**src/rtl/bsg_manycore_pkg.sv**
```systemverilog
// bsg_manycore_pkg
// Shared manycore definitions used by the EVA-to-NPA translators:
//   - global and tile-group EVA layouts (packed structs, MSB first)
//   - epa_word_addr_width_gp, the word-address width of a tile DMEM
//   - eva_region_e, the EVA region class computed in front of stage 1
//   - bsg_manycore_eva_cfg_s, the runtime translation configuration
//   - eva_region(), the region classifier, and clamp_log(), used for config writes
package bsg_manycore_pkg;

    localparam int max_x_cord_width_gp    = 6;
    localparam int max_y_cord_width_gp    = 6;
    localparam int epa_word_addr_width_gp = 16;
    localparam int eva_cfg_log_width_gp   = 4;

    // EVA layout 01_yyyyyy_xxxxxx_aaaa..a_bb
    typedef struct packed {
        logic [1:0]                          remote;
        logic [max_y_cord_width_gp-1:0]      y_cord;
        logic [max_x_cord_width_gp-1:0]      x_cord;
        logic [epa_word_addr_width_gp-1:0]   addr;
        logic [1:0]                          low_bits;
    } bsg_manycore_global_addr_s;

    // EVA layout 001_yyyyyy_xxxxxx_aaa..a_bb
    typedef struct packed {
        logic [2:0]                          remote;
        logic [max_y_cord_width_gp-1:0]      y_cord;
        logic [max_x_cord_width_gp-1:0]      x_cord;
        logic [epa_word_addr_width_gp-2:0]   addr;
        logic [1:0]                          low_bits;
    } bsg_manycore_tile_group_addr_s;

    typedef enum logic [2:0] {
        e_eva_dram    = 3'd0,
        e_eva_global  = 3'd1,
        e_eva_tg      = 3'd2,
        e_eva_shared  = 3'd3,
        e_eva_invalid = 3'd4
    } eva_region_e;

    typedef struct packed {
        logic [eva_cfg_log_width_gp-1:0] tg_x_log;
        logic [eva_cfg_log_width_gp-1:0] tg_y_log;
        logic [eva_cfg_log_width_gp-1:0] stripe_log;
        logic                            dram_enable;
    } bsg_manycore_eva_cfg_s;

    // Region class from the top EVA bits: 1xxxx DRAM, 01xxx global,
    // 001xx tile-group, 00001 shared, anything else (local DMEM/CSR) invalid.
    function automatic eva_region_e eva_region(input logic [31:0] eva);
        eva_region_e r;
        if (eva[31]) begin
            r = e_eva_dram;
        end else if (eva[30]) begin
            r = e_eva_global;
        end else if (eva[29]) begin
            r = e_eva_tg;
        end else if (eva[28:27] == 2'b01) begin
            r = e_eva_shared;
        end else begin
            r = e_eva_invalid;
        end
        return r;
    endfunction

    function automatic logic [eva_cfg_log_width_gp-1:0] clamp_log(
        input logic [eva_cfg_log_width_gp-1:0] value,
        input logic [eva_cfg_log_width_gp-1:0] max_value);
        return (value > max_value) ? max_value : value;
    endfunction

endpackage

```
**src/rtl/bsg_manycore_eva_npa_decode.sv**
```systemverilog
// bsg_manycore_eva_npa_decode
// Combinational region-to-NPA mapping evaluated between stage 1 and stage 2.
// Ports: i_region/i_eva/i_tgo_x/i_tgo_y (stage-1 contents), i_cfg (runtime
// config); o_x_cord/o_y_cord/o_epa/o_invalid (next stage-2 contents).
module bsg_manycore_eva_npa_decode
    import bsg_manycore_pkg::*;
#(
    parameter int data_width_p                 = 32,
    parameter int addr_width_p                 = 28,
    parameter int x_cord_width_p               = 7,
    parameter int y_cord_width_p               = 7,
    parameter int num_tiles_x_p                = 16,
    parameter int num_tiles_y_p                = 8,
    parameter int vcache_block_size_in_words_p = 8,
    parameter int vcache_size_p                = 4096,
    parameter int dmem_start_epa_p             = 'h1000
) (
    input  eva_region_e               i_region,
    input  logic [data_width_p-1:0]   i_eva,
    input  logic [x_cord_width_p-1:0] i_tgo_x,
    input  logic [y_cord_width_p-1:0] i_tgo_y,
    input  bsg_manycore_eva_cfg_s     i_cfg,
    output logic [x_cord_width_p-1:0] o_x_cord,
    output logic [y_cord_width_p-1:0] o_y_cord,
    output logic [addr_width_p-1:0]   o_epa,
    output logic                      o_invalid
);
    localparam int lg_banks_lp       = $clog2(2*num_tiles_x_p);
    localparam int lg_tiles_x_lp     = $clog2(num_tiles_x_p);
    localparam int lg_block_lp       = $clog2(vcache_block_size_in_words_p);
    localparam int lg_vcache_size_lp = $clog2(vcache_size_p);
    localparam int hash_width_lp     = data_width_p - 3 - lg_block_lp;
    localparam logic [y_cord_width_p-1:0] y_bottom_lp = y_cord_width_p'(num_tiles_y_p + 1);

    logic [lg_banks_lp-1:0]               w_bank;
    logic [hash_width_lp-lg_banks_lp-1:0] w_index;
    logic [lg_banks_lp-1:0]               w_vc_bank;
    bsg_manycore_global_addr_s            w_gaddr;
    bsg_manycore_tile_group_addr_s        w_tgaddr;
    logic [31:0]                          w_word;
    logic [5:0]                           w_sh_x;
    logic [5:0]                           w_sh_y;
    logic [5:0]                           w_sh_addr;
    logic [31:0]                          w_stripe;
    logic [31:0]                          w_sx;
    logic [31:0]                          w_sy;
    logic [31:0]                          w_saddr;
    logic [31:0]                          w_sepa;

    // Bank/index of the striped DRAM block address (EVA bit 31 is the DRAM marker).
    hash_function #(
        .banks_p (2*num_tiles_x_p),
        .width_p (hash_width_lp)
    ) u_hash (
        .i_data  (i_eva[data_width_p-2:2+lg_block_lp]),
        .o_bank  (w_bank),
        .o_index (w_index)
    );

    // Block-memory mode: each vcache owns one contiguous vcache_size_p-word chunk.
    assign w_vc_bank = i_eva[2+lg_vcache_size_lp +: lg_banks_lp];

    assign w_gaddr  = bsg_manycore_global_addr_s'(i_eva);
    assign w_tgaddr = bsg_manycore_tile_group_addr_s'(i_eva);

    // Shared address: word address split as | addr | y | x | stripe |, with
    // field widths taken from the runtime config.
    assign w_word    = 32'(i_eva[26:2]);
    assign w_sh_x    = 6'(i_cfg.stripe_log);
    assign w_sh_y    = w_sh_x + 6'(i_cfg.tg_x_log);
    assign w_sh_addr = w_sh_y + 6'(i_cfg.tg_y_log);
    assign w_stripe  = w_word & ((32'd1 << w_sh_x) - 32'd1);
    assign w_sx      = (w_word >> w_sh_x) & ((32'd1 << i_cfg.tg_x_log) - 32'd1);
    assign w_sy      = (w_word >> w_sh_y) & ((32'd1 << i_cfg.tg_y_log) - 32'd1);
    assign w_saddr   = w_word >> w_sh_addr;
    assign w_sepa    = ((w_saddr << w_sh_x) | w_stripe) + 32'(dmem_start_epa_p);

    // Region-dependent selection of destination coordinates and EPA.
    always_comb begin
        o_x_cord  = '0;
        o_y_cord  = '0;
        o_epa     = '0;
        o_invalid = 1'b0;
        case (i_region)
            e_eva_dram: begin
                if (i_cfg.dram_enable) begin
                    o_x_cord = x_cord_width_p'(w_bank[lg_tiles_x_lp-1:0]);
                    o_y_cord = w_bank[lg_banks_lp-1] ? y_bottom_lp : '0;
                    o_epa    = addr_width_p'({w_index, i_eva[2 +: lg_block_lp]});
                end else if (i_eva[data_width_p-2]) begin
                    // Host-side memory reached through the tile at (0,1).
                    o_x_cord = '0;
                    o_y_cord = y_cord_width_p'(1);
                    o_epa    = {1'b1, i_eva[2 +: addr_width_p-1]};
                end else begin
                    o_x_cord = x_cord_width_p'(w_vc_bank[lg_tiles_x_lp-1:0]);
                    o_y_cord = w_vc_bank[lg_banks_lp-1] ? y_bottom_lp : '0;
                    o_epa    = addr_width_p'(i_eva[2 +: lg_vcache_size_lp]);
                end
            end
            e_eva_global: begin
                o_x_cord = x_cord_width_p'(w_gaddr.x_cord);
                o_y_cord = y_cord_width_p'(w_gaddr.y_cord);
                o_epa    = addr_width_p'(w_gaddr.addr);
            end
            e_eva_tg: begin
                o_x_cord = x_cord_width_p'(w_tgaddr.x_cord) + i_tgo_x;
                o_y_cord = y_cord_width_p'(w_tgaddr.y_cord) + i_tgo_y;
                o_epa    = addr_width_p'(w_tgaddr.addr);
            end
            e_eva_shared: begin
                o_x_cord = x_cord_width_p'(w_sx) + i_tgo_x;
                o_y_cord = y_cord_width_p'(w_sy) + i_tgo_y;
                o_epa    = addr_width_p'(w_sepa[epa_word_addr_width_gp-1:0]);
            end
            default: begin
                o_invalid = 1'b1;
            end
        endcase
    end
endmodule

```
**src/rtl/hash_function.sv**
```systemverilog
// hash_function
// DRAM bank hash for a power-of-two bank count: the low bits of the block
// address select the bank and the remaining bits become the in-bank index.
// Ports: i_data (block address), o_bank (bank number), o_index (in-bank block index).
module hash_function #(
    parameter int banks_p = 32,
    parameter int width_p = 26
) (
    input  logic [width_p-1:0]                 i_data,
    output logic [$clog2(banks_p)-1:0]         o_bank,
    output logic [width_p-$clog2(banks_p)-1:0] o_index
);
    localparam int lg_banks_lp = $clog2(banks_p);

    assign o_bank  = i_data[lg_banks_lp-1:0];
    assign o_index = i_data[width_p-1:lg_banks_lp];
endmodule

```
**src/rtl/bsg_manycore_eva_to_npa_pipelined.sv**
```systemverilog
// bsg_manycore_eva_to_npa_pipelined
// Two-stage EVA-to-NPA translator with runtime tile-group size, stripe
// length and DRAM mode. Stage 1 holds the request and its region class,
// stage 2 holds the translated result and drives the outputs.
// Ports:
//   clk_i, reset_n_i (async, active-low)
//   cfg_*_i / cfg_ready_o : config write, accepted only when the pipe is idle
//   v_i/ready_o, eva_i, tgo_x_i, tgo_y_i, tag_i : request (valid/ready)
//   v_o/yumi_i, x_cord_o, y_cord_o, epa_o, is_invalid_addr_o, tag_o : result (valid/yumi)
//   invalid_cnt_o : saturating invalid-translation count
// Build option: BSG_MANYCORE_EVA_NPA_INVALID_CNT_EN builds the invalid counter;
// without it invalid_cnt_o is constant zero.
module bsg_manycore_eva_to_npa_pipelined
    import bsg_manycore_pkg::*;
#(
    parameter int data_width_p                 = 32,
    parameter int addr_width_p                 = 28,
    parameter int x_cord_width_p               = 7,
    parameter int y_cord_width_p               = 7,
    parameter int num_tiles_x_p                = 16,
    parameter int num_tiles_y_p                = 8,
    parameter int vcache_block_size_in_words_p = 8,
    parameter int vcache_size_p                = 4096,
    parameter int vcache_sets_p                = 64,
    parameter int max_tg_log_p                 = 3,
    parameter int max_stripe_log_p             = 4,
    parameter int dmem_start_epa_p             = 'h1000,
    parameter int tag_width_p                  = 4
) (
    input  logic                                  clk_i,
    input  logic                                  reset_n_i,
    input  logic                                  cfg_v_i,
    input  logic [$clog2(max_tg_log_p+1)-1:0]     cfg_tg_x_log_i,
    input  logic [$clog2(max_tg_log_p+1)-1:0]     cfg_tg_y_log_i,
    input  logic [$clog2(max_stripe_log_p+1)-1:0] cfg_stripe_log_i,
    input  logic                                  cfg_dram_enable_i,
    output logic                                  cfg_ready_o,
    input  logic                                  v_i,
    output logic                                  ready_o,
    input  logic [data_width_p-1:0]               eva_i,
    input  logic [x_cord_width_p-1:0]             tgo_x_i,
    input  logic [y_cord_width_p-1:0]             tgo_y_i,
    input  logic [tag_width_p-1:0]                tag_i,
    output logic                                  v_o,
    input  logic                                  yumi_i,
    output logic [x_cord_width_p-1:0]             x_cord_o,
    output logic [y_cord_width_p-1:0]             y_cord_o,
    output logic [addr_width_p-1:0]               epa_o,
    output logic                                  is_invalid_addr_o,
    output logic [tag_width_p-1:0]                tag_o,
    output logic [15:0]                           invalid_cnt_o
);
    localparam bsg_manycore_eva_cfg_s cfg_reset_lp = '{
        tg_x_log:    4'd2,
        tg_y_log:    4'd2,
        stripe_log:  4'd3,
        dram_enable: 1'b1
    };

    bsg_manycore_eva_cfg_s         r_cfg;
    bsg_manycore_eva_cfg_s         w_cfg_next;
    logic                          r_s1_v;
    logic [data_width_p-1:0]       r_s1_eva;
    logic [x_cord_width_p-1:0]     r_s1_tgo_x;
    logic [y_cord_width_p-1:0]     r_s1_tgo_y;
    logic [tag_width_p-1:0]        r_s1_tag;
    eva_region_e                   r_s1_region;
    logic                          r_s2_v;
    logic [x_cord_width_p-1:0]     r_s2_x;
    logic [y_cord_width_p-1:0]     r_s2_y;
    logic [addr_width_p-1:0]       r_s2_epa;
    logic                          r_s2_invalid;
    logic [tag_width_p-1:0]        r_s2_tag;
    logic                          w_s2_ready;
    logic                          w_cfg_ready;
    logic [x_cord_width_p-1:0]     w_dec_x;
    logic [y_cord_width_p-1:0]     w_dec_y;
    logic [addr_width_p-1:0]       w_dec_epa;
    logic                          w_dec_invalid;

    // Stage 2 can accept when empty or when its result leaves this cycle.
    assign w_s2_ready  = ~r_s2_v | yumi_i;
    assign ready_o     = ~r_s1_v | w_s2_ready;
    // Config only changes with nothing in flight and nothing arriving.
    assign w_cfg_ready = ~r_s1_v & ~r_s2_v & ~v_i;
    assign cfg_ready_o = w_cfg_ready;

    assign w_cfg_next.tg_x_log    = clamp_log(eva_cfg_log_width_gp'(cfg_tg_x_log_i),
                                              eva_cfg_log_width_gp'(max_tg_log_p));
    assign w_cfg_next.tg_y_log    = clamp_log(eva_cfg_log_width_gp'(cfg_tg_y_log_i),
                                              eva_cfg_log_width_gp'(max_tg_log_p));
    assign w_cfg_next.stripe_log  = clamp_log(eva_cfg_log_width_gp'(cfg_stripe_log_i),
                                              eva_cfg_log_width_gp'(max_stripe_log_p));
    assign w_cfg_next.dram_enable = cfg_dram_enable_i;

    // Runtime configuration registers.
    always_ff @(posedge clk_i or negedge reset_n_i) begin
        if (!reset_n_i) begin
            r_cfg <= cfg_reset_lp;
        end else if (cfg_v_i & w_cfg_ready) begin
            r_cfg <= w_cfg_next;
        end else begin
            r_cfg <= r_cfg;
        end
    end

    // Stage 1: request capture and region classification.
    always_ff @(posedge clk_i or negedge reset_n_i) begin
        if (!reset_n_i) begin
            r_s1_v      <= 1'b0;
            r_s1_eva    <= '0;
            r_s1_tgo_x  <= '0;
            r_s1_tgo_y  <= '0;
            r_s1_tag    <= '0;
            r_s1_region <= e_eva_invalid;
        end else if (ready_o) begin
            r_s1_v <= v_i;
            if (v_i) begin
                r_s1_eva    <= eva_i;
                r_s1_tgo_x  <= tgo_x_i;
                r_s1_tgo_y  <= tgo_y_i;
                r_s1_tag    <= tag_i;
                r_s1_region <= eva_region(32'(eva_i));
            end
        end
    end

    bsg_manycore_eva_npa_decode #(
        .data_width_p                 (data_width_p),
        .addr_width_p                 (addr_width_p),
        .x_cord_width_p               (x_cord_width_p),
        .y_cord_width_p               (y_cord_width_p),
        .num_tiles_x_p                (num_tiles_x_p),
        .num_tiles_y_p                (num_tiles_y_p),
        .vcache_block_size_in_words_p (vcache_block_size_in_words_p),
        .vcache_size_p                (vcache_size_p),
        .dmem_start_epa_p             (dmem_start_epa_p)
    ) u_decode (
        .i_region  (r_s1_region),
        .i_eva     (r_s1_eva),
        .i_tgo_x   (r_s1_tgo_x),
        .i_tgo_y   (r_s1_tgo_y),
        .i_cfg     (r_cfg),
        .o_x_cord  (w_dec_x),
        .o_y_cord  (w_dec_y),
        .o_epa     (w_dec_epa),
        .o_invalid (w_dec_invalid)
    );

    // Stage 2: translated result, held while the consumer stalls.
    always_ff @(posedge clk_i or negedge reset_n_i) begin
        if (!reset_n_i) begin
            r_s2_v       <= 1'b0;
            r_s2_x       <= '0;
            r_s2_y       <= '0;
            r_s2_epa     <= '0;
            r_s2_invalid <= 1'b0;
            r_s2_tag     <= '0;
        end else if (w_s2_ready) begin
            r_s2_v <= r_s1_v;
            if (r_s1_v) begin
                r_s2_x       <= w_dec_x;
                r_s2_y       <= w_dec_y;
                r_s2_epa     <= w_dec_epa;
                r_s2_invalid <= w_dec_invalid;
                r_s2_tag     <= r_s1_tag;
            end
        end
    end

    assign v_o               = r_s2_v;
    assign x_cord_o          = r_s2_x;
    assign y_cord_o          = r_s2_y;
    assign epa_o             = r_s2_epa;
    assign is_invalid_addr_o = r_s2_invalid;
    assign tag_o             = r_s2_tag;

`ifdef BSG_MANYCORE_EVA_NPA_INVALID_CNT_EN
    logic [15:0] r_invalid_cnt;

    // Saturating count of invalid results taken by the consumer.
    always_ff @(posedge clk_i or negedge reset_n_i) begin
        if (!reset_n_i) begin
            r_invalid_cnt <= 16'd0;
        end else if (r_s2_v & yumi_i & r_s2_invalid & (r_invalid_cnt != 16'hFFFF)) begin
            r_invalid_cnt <= r_invalid_cnt + 16'd1;
        end else begin
            r_invalid_cnt <= r_invalid_cnt;
        end
    end

    assign invalid_cnt_o = r_invalid_cnt;
`else
    assign invalid_cnt_o = 16'd0;
`endif

endmodule
```
**config.mk**
```make
export PLATFORM = sky130hd
export DESIGN_NAME = bsg_manycore_eva_to_npa_pipelined
export DESIGN_NICKNAME = d
export VERILOG_FILES = /design/src/rtl/bsg_manycore_pkg.sv /design/src/rtl/bsg_manycore_eva_npa_decode.sv /design/src/rtl/hash_function.sv /design/src/rtl/bsg_manycore_eva_to_npa_pipelined.sv
export SDC_FILE = /design/constraint.sdc
export NUM_CORES = 1
export LEC_CHECK = 0
export BUFFER_PORTS_ARGS = -buffer_cell sky130_fd_sc_hd__buf_2
export CAP_MARGIN = 0
export CORE_ASPECT_RATIO = 1.1
export CORE_MARGIN = 2
export CORE_UTILIZATION = 29
export CTS_CLUSTER_DIAMETER = 80
export DETAILED_ROUTE_END_ITERATION = 8
export SYNTH_ARGS = -nofsm -noshare
export SYNTH_HDL_FRONTEND = slang
export SYNTH_SLANG_ARGS = --single-unit
```
**constraint.sdc**
```tcl
create_clock -name clk_i -period 12.7 [get_ports clk_i]
set_input_delay 1.905 -clock clk_i [delete_from_list [all_inputs] [get_ports clk_i]]
set_output_delay 1.905 -clock clk_i [all_outputs]
set_load 0.02 [all_outputs]
```
Word-level counts from Yosys, hierarchy flattened
Cells that the tools add are included.
{"block": "op_classes", "eq_ne": 4, "n_reduce_logical": 4, "magnitude_cmp": 1, "n_bitwise": 12, "n_mux": 17, "n_shift": 7, "add_sub_neg": 10}
{"op": "28-bit one-hot mux with 4 select lines", "n": 1}
{"op": "28-bit 2-to-1 mux", "n": 2}
{"op": "7-bit one-hot mux with 4 select lines", "n": 2}
{"op": "32-bit by 4-bit << shifter with 16-bit output", "n": 1}
{"op": "25-bit by 6-bit right shift with 32-bit output", "n": 1}
{"op": "25-bit by 4-bit right shift with 7-bit output", "n": 1}
{"op": "25-bit by 5-bit right shift with 7-bit output", "n": 1}
{"op": "4-bit 2-to-1 mux", "n": 5}
{"op": "16-bit by 13-bit adder with 16-bit output (second input constant)", "n": 1}
{"op": "16-bit AND", "n": 1}
{"op": "16-bit OR", "n": 1}
{"op": "1-bit by 4-bit << shifter with 16-bit output (first input constant)", "n": 1}
{"op": "16-bit by 1-bit subtractor with 16-bit output (second input constant)", "n": 1}
{"op": "3-bit 2-to-1 mux", "n": 5}
{"op": "6-bit by 7-bit adder with 7-bit output", "n": 2}
{"op": "7-bit adder", "n": 2}
{"op": "7-bit AND", "n": 2}
{"op": "1-bit by 2-bit << shifter with 7-bit output (first input constant)", "n": 2}
{"op": "7-bit by 1-bit subtractor with 7-bit output (second input constant)", "n": 2}
{"op": "7-bit 2-to-1 mux", "n": 1}
{"op": "6-bit by 2-bit adder with 6-bit output", "n": 1}
{"op": "3-bit by 2-bit equality test with 1-bit output (second input constant)", "n": 2}
{"op": "4-bit by 2-bit adder with 5-bit output", "n": 1}
{"op": "2-bit AND reduction", "n": 2}
{"op": "9 further kinds", "n": 14}
{"block": "totals", "reg_bits": 110, "output_inout_bits": 66, "word_cells": 71}

Logic depth before layout (Yosys ltp)
{"block": "logic_depth", "word_depth": 7, "mapped_depth": 21, "depth_no_buf": 20}

Cells and area by module
From an unflattened synthesis, not the netlist that was laid out.
{"block": "unflattened", "hier_cells": 1106, "hier_area_um2": 10453.8}
{"module": "bsg_manycore_eva_npa_decode", "area_each_um2": 5972.0, "cells_each": 814, "instances": 1}
{"module": "bsg_manycore_eva_to_npa_pipelined", "area_each_um2": 4286.6, "cells_each": 266, "instances": 1}
{"module": "hash_function", "area_each_um2": 195.2, "cells_each": 26, "instances": 1}

Worst setup path after synthesis
OpenSTA, ideal clock, no wires.
{"block": "synth_timing", "path_kind": "register -> register", "startpoint": "reg r_cfg[9] (netlist name)", "endpoint": "reg r_s2_epa[13], in the netlist epa_o[13]", "setup_slack_ns": 7.829, "n_path_buf": 3, "arrival_time_ns": 4.735, "stages_incl_launch_ff": 17, "t_required_ns": 12.564, "cell_sequence": "dfrtp_1 -> ha_1 -> fa_1 -> clkbuf_1 -> inv_1 -> fa_1 -> buf_2 -> buf_2 -> mux4_2 -> mux2_1 -> a211o_1 -> mux4_2 -> mux2i_4 -> inv_1 -> ha_1 -> a222oi_1 -> o21ai_0"}
{"block": "synth_via", "elab_chain_cells": 7}
{"element": "start, declared", "line_no": "bsg_manycore_eva_to_npa_pipelined.sv:60", "source": "bsg_manycore_eva_cfg_s r_cfg;"}
{"element": "start signal, assigned", "line_no": "bsg_manycore_eva_to_npa_pipelined.sv:99", "source": "r_cfg <= cfg_reset_lp;"}
{"element": "start signal, assigned", "line_no": "bsg_manycore_eva_to_npa_pipelined.sv:101", "source": "r_cfg <= w_cfg_next;"}
{"element": "start signal, assigned", "line_no": "bsg_manycore_eva_to_npa_pipelined.sv:103", "source": "r_cfg <= r_cfg;"}
{"element": "4-bit by 2-bit adder with 5-bit output", "line_no": "bsg_manycore_eva_npa_decode.sv:70", "source": "assign w_sh_y = w_sh_x + 6'(i_cfg.tg_x_log);"}
{"element": "6-bit by 2-bit adder with 6-bit output", "line_no": "bsg_manycore_eva_npa_decode.sv:71", "source": "assign w_sh_addr = w_sh_y + 6'(i_cfg.tg_y_log);"}
{"element": "25-bit by 6-bit right shift with 32-bit output", "line_no": "bsg_manycore_eva_npa_decode.sv:75", "source": "assign w_saddr = w_word >> w_sh_addr;"}
{"element": "32-bit by 4-bit << shifter with 16-bit output", "line_no": "bsg_manycore_eva_npa_decode.sv:76", "source": "assign w_sepa = ((w_saddr << w_sh_x) | w_stripe) + 32'(dmem_start_epa_p);"}
{"element": "16-bit OR", "line_no": "bsg_manycore_eva_npa_decode.sv:76"}
{"element": "16-bit by 13-bit adder with 16-bit output", "line_no": "bsg_manycore_eva_npa_decode.sv:76"}
{"element": "28-bit one-hot mux with 4 select lines", "line_no": "bsg_manycore_eva_npa_decode.sv:84", "source": "case (i_region)"}
{"element": "end signal, assigned", "line_no": "bsg_manycore_eva_to_npa_pipelined.sv:164", "source": "r_s2_epa <= w_dec_epa;"}
{"element": "end, declared", "line_no": "bsg_manycore_eva_to_npa_pipelined.sv:71", "source": "logic [addr_width_p-1:0] r_s2_epa;"}
Every way passes these cells.
A chain may end at the register's enable or synchronous reset.

Worst setup path after layout
{"block": "layout_timing", "startpoint": "reg r_cfg[1] (netlist name)", "endpoint": "reg r_s2_epa[13], in the netlist epa_o[13]"}
{"block": "layout_via", "elab_chain_cells": 7, "elab_cells_between_ends": 10, "classes_between": "4 x add/sub; 3 x shift; 1 x mux; 2 x bitwise"}
{"element": "4-bit by 2-bit adder with 5-bit output", "line_no": "bsg_manycore_eva_npa_decode.sv:70"}
{"element": "6-bit by 2-bit adder with 6-bit output", "line_no": "bsg_manycore_eva_npa_decode.sv:71"}
{"element": "25-bit by 6-bit right shift with 32-bit output", "line_no": "bsg_manycore_eva_npa_decode.sv:75"}
{"element": "32-bit by 4-bit << shifter with 16-bit output", "line_no": "bsg_manycore_eva_npa_decode.sv:76"}
{"element": "16-bit OR (*)", "line_no": "bsg_manycore_eva_npa_decode.sv:76"}
{"element": "16-bit by 13-bit adder with 16-bit output (*)", "line_no": "bsg_manycore_eva_npa_decode.sv:76"}
{"element": "28-bit one-hot mux with 4 select lines (*)", "line_no": "bsg_manycore_eva_npa_decode.sv:84"}
Mark *: on every way between the ends. The rest lies on a longest branch, timed or not.

==> results.json <==
{
  "status": "completed",
  "synth_common_cells": "dfrtp_1 (101), nand2_1 (87), mux2_2 (70), clkbuf_1 (60), o21ai_0 (41)",
  "tightestPinTransition_ps": 887,
  "syn_inst": 813,
  "ys_types": 71,
  "path_class": "flop to flop",
  "vdd_drop_max_v": 0.000113,
  "drc": 0,
  "ys_warn_count": 0,
  "dr.pass1.iters": 5,
  "hold_slack_ps": 479,
  "skew_ps": 12.5,
  "vias": 6748,
  "hold_path_class": "flop to flop",
  "design_area_um2": 9120,
  "die_w_um": 164,
  "dp_cells": 1217,
  "critPathMaxStageDelay_ps": 940,
  "setup_violations": 0,
  "postCtsSetupRepairBufs": 0,
  "clock_path_buffers": 2,
  "synthMostInstantiatedCell": "dfrtp_1",
  "postPlaceCellArea_um2": 8810,
  "max_clock_freq_ghz": 0.165,
  "critPathTopFamily": "adder cells",
  "core_um2": 27700,
  "yosys.area.top_type": "dfrtp_1",
  "drv_cap": 0,
  "post_drt_wl_per_cell_um": 20.3,
  "synth_top_cell_area_share_pct": 31.1,
  "port_buffers": 110,
  "root_buffer": "clkbuf_16",
  "antenna_found_initial": 0,
  "grt_overflow": 0,
  "finalCritPeriodShare_pct": 47.7,
  "wl_met2_um": 12700,
  "worstPathArrival_ps": 6280,
  "stdcell_count": 1233,
  "numCtsBuffers": 9,
  "htree_levels": 3,
  "tns_ps": 0,
  "pwr_density_cell_nw_per_um2": 258,
  "critPathBufInv": 3,
  "start_util_pct": 29.3,
  "ant_nets": 0,
  "synth-async-reset-ratio_pct": 100,
  "n_antenna_cell": 0,
  "synthTopCellsByArea": "dfrtp_1 (31%), mux4_2 (10%), mux2_2 (9.7%)",
  "post_cts.resized_instances": 0,
  "p_total_mw": 2.35,
  "critPathSlowestCell": "dfstp_2",
  "rsz0062_at_grt": "no",
  "fin_crit_ps": 6060,
  "place_hpwl_um": 18400,
  "wl_met1_um": 10100,
  "met3_length_um": 1180,
  "end_kind": "flop",
  "start_kind": "flop",
  "fillerInstances": 2893,
  "crit_chain": "ha_1, fa_1, inv_1, fa_1, buf_4, mux4_2, mux2_2, a221o_1, mux4_2, mux2i_4, inv_1, ha_1, a222oi_1, o21ai_0",
  "critPathMaxFanout": 28,
  "synth-edff-count": 0,
  "grt_max_degree": 68,
  "cts_tree": "yes",
  "dieArea_um2": 29400,
  "wl_um": 25000,
  "clk_pin_slew_ps": 80,
  "ys_seq_area_share_pct": 33.0,
  "power_leakage_nw": 3.98,
  "io_pins": 129,
  "first_iter_violations": 485,
  "syn_area_um2": 8130,
  "clock-sinks": 107,
  "hold_viol": 0,
  "dp_slack_ps": 6710,
  "critPathRequiredTime_ps": 12920,
  "max_slew_margin_pct": 40.4,
  "fin_ws_ps": 6640,
  "ys.flop_type": "dfrtp_1",
  "grt_pass1_vias": 6810,
  "top_layer": "met4",
  "via_per_inst": 5.47,
  "grt_use_total_pct": 17.1,
  "grt_pass1_wl_um": 39100,
  "fin_nets": 952,
  "clock_latency_ps": 360,
  "num_rows": 64,
  "synth-seq-cells": 107,
  "drive_above_1_share_pct": 30.2,
  "final-max-slew-violation-count": 0,
  "hold_buffers": 0,
  "syn_avg_cell_area_um2": 9.99,
  "synthToLayoutAreaGrowth_pct": 12.3,
  "die_h_um": 180,
  "gp_congestion": 0.920,
  "final_util_pct": 32.9
}
sequential cells by signal, summed over array words and instances (netlist names), 3 cells and up:
name,cells
r_s1_eva,29
r_s1_tag,4
r_s1_tgo_y,7
y_cord_o,7
x_cord_o,7
r_s1_region,3
epa_o,28
tag_o,4
r_cfg,8
r_s1_tgo_x,7
where the power goes:
group          leakage [nW]  switching (mW)  internal (mW)
registers              1.30           0.117          0.410
clock network         0.153           0.128          0.173
logic                  2.53           0.842          0.681
total                  3.98            1.09           1.26
cells in the final DEF, fill, tap and decap left out, types with 9 or more instances in the layout:
cell / instances
conb_1: 16
mux4_2: 37
a22o_1: 15
ha_1: 20
nand2b_1: 12
a22oi_1: 16
clkbuf_16: 9
nor2_1: 39
mux2i_1: 37
nand2_1: 85
nor3_1: 10
dfrtp_1: 101
inv_1: 19
mux2_2: 70
a21oi_1: 37
nor2b_1: 9
buf_2: 109
o21ai_0: 41
a21o_1: 12
a211oi_1: 10
buf_4: 11
nand3_1: 16
final timing paths:
path                                 from     endpoint  slack (ps)  cells past startpoint
min in group asynchronous       reset_n_i    epa_o[25]        1530                      1
worst min-delay path            epa_o[19]    epa_o[19]         480                      2
worst max register to register   r_cfg[1]    epa_o[13]        6640                     14
max in group asynchronous       reset_n_i  x_cord_o[4]        9940                      2
worst max-delay path             r_cfg[1]    epa_o[13]        6640                     14
worst min register to register  epa_o[19]    epa_o[19]         480                      2
cells by family (layout without fill, tap and decap cells):
| logic type | count (synthesis) | after routing | synth area share, % |
|---|---|---|---|
| buf+inv | 114 | 156 | 6.54 |
| other cells | 1 | 16 | 0.0462 |
| mux | 149 | 149 | 25.3 |
| simple gates | 196 | 196 | 10.9 |
| fa+ha+maj | 24 | 24 | 4.07 |
| xor+xnor | 17 | 17 | 2.34 |
| flops | 107 | 107 | 33.0 |
| compound gates | 205 | 205 | 17.8 |
worst register-to-register path, stage by stage (launching register included):
cell and delay (ps):
dfstp_2 940, ha_1 340, fa_1 660, inv_1 270
fa_1 560, buf_4 340, mux4_2 570, mux2_2 280
a221o_1 340, mux4_2 540, mux2i_4 220, inv_1 70
ha_1 290, a222oi_1 360, o21ai_0 130
area by class of cell:
type,instances,area (µm²),area share [%]
Inverter,20,75.1,0.823
Tap cell,363,454,4.98
Clock inverter,5,78.8,0.864
Multi-Input combinational cell,607,4970,54.5
Sequential cell,107,2690,29.4
Clock buffer,11,233,2.55
Timing Repair Buffer,120,628,6.88
per-layer routing:
metal	up-vias	track usage (%)
li1	3077	-
met4	0	8.11
met2	274	29.9
met1	3342	20.7
met5	-	0
met3	55	2.12
Power figures use the tool's default switching activity.
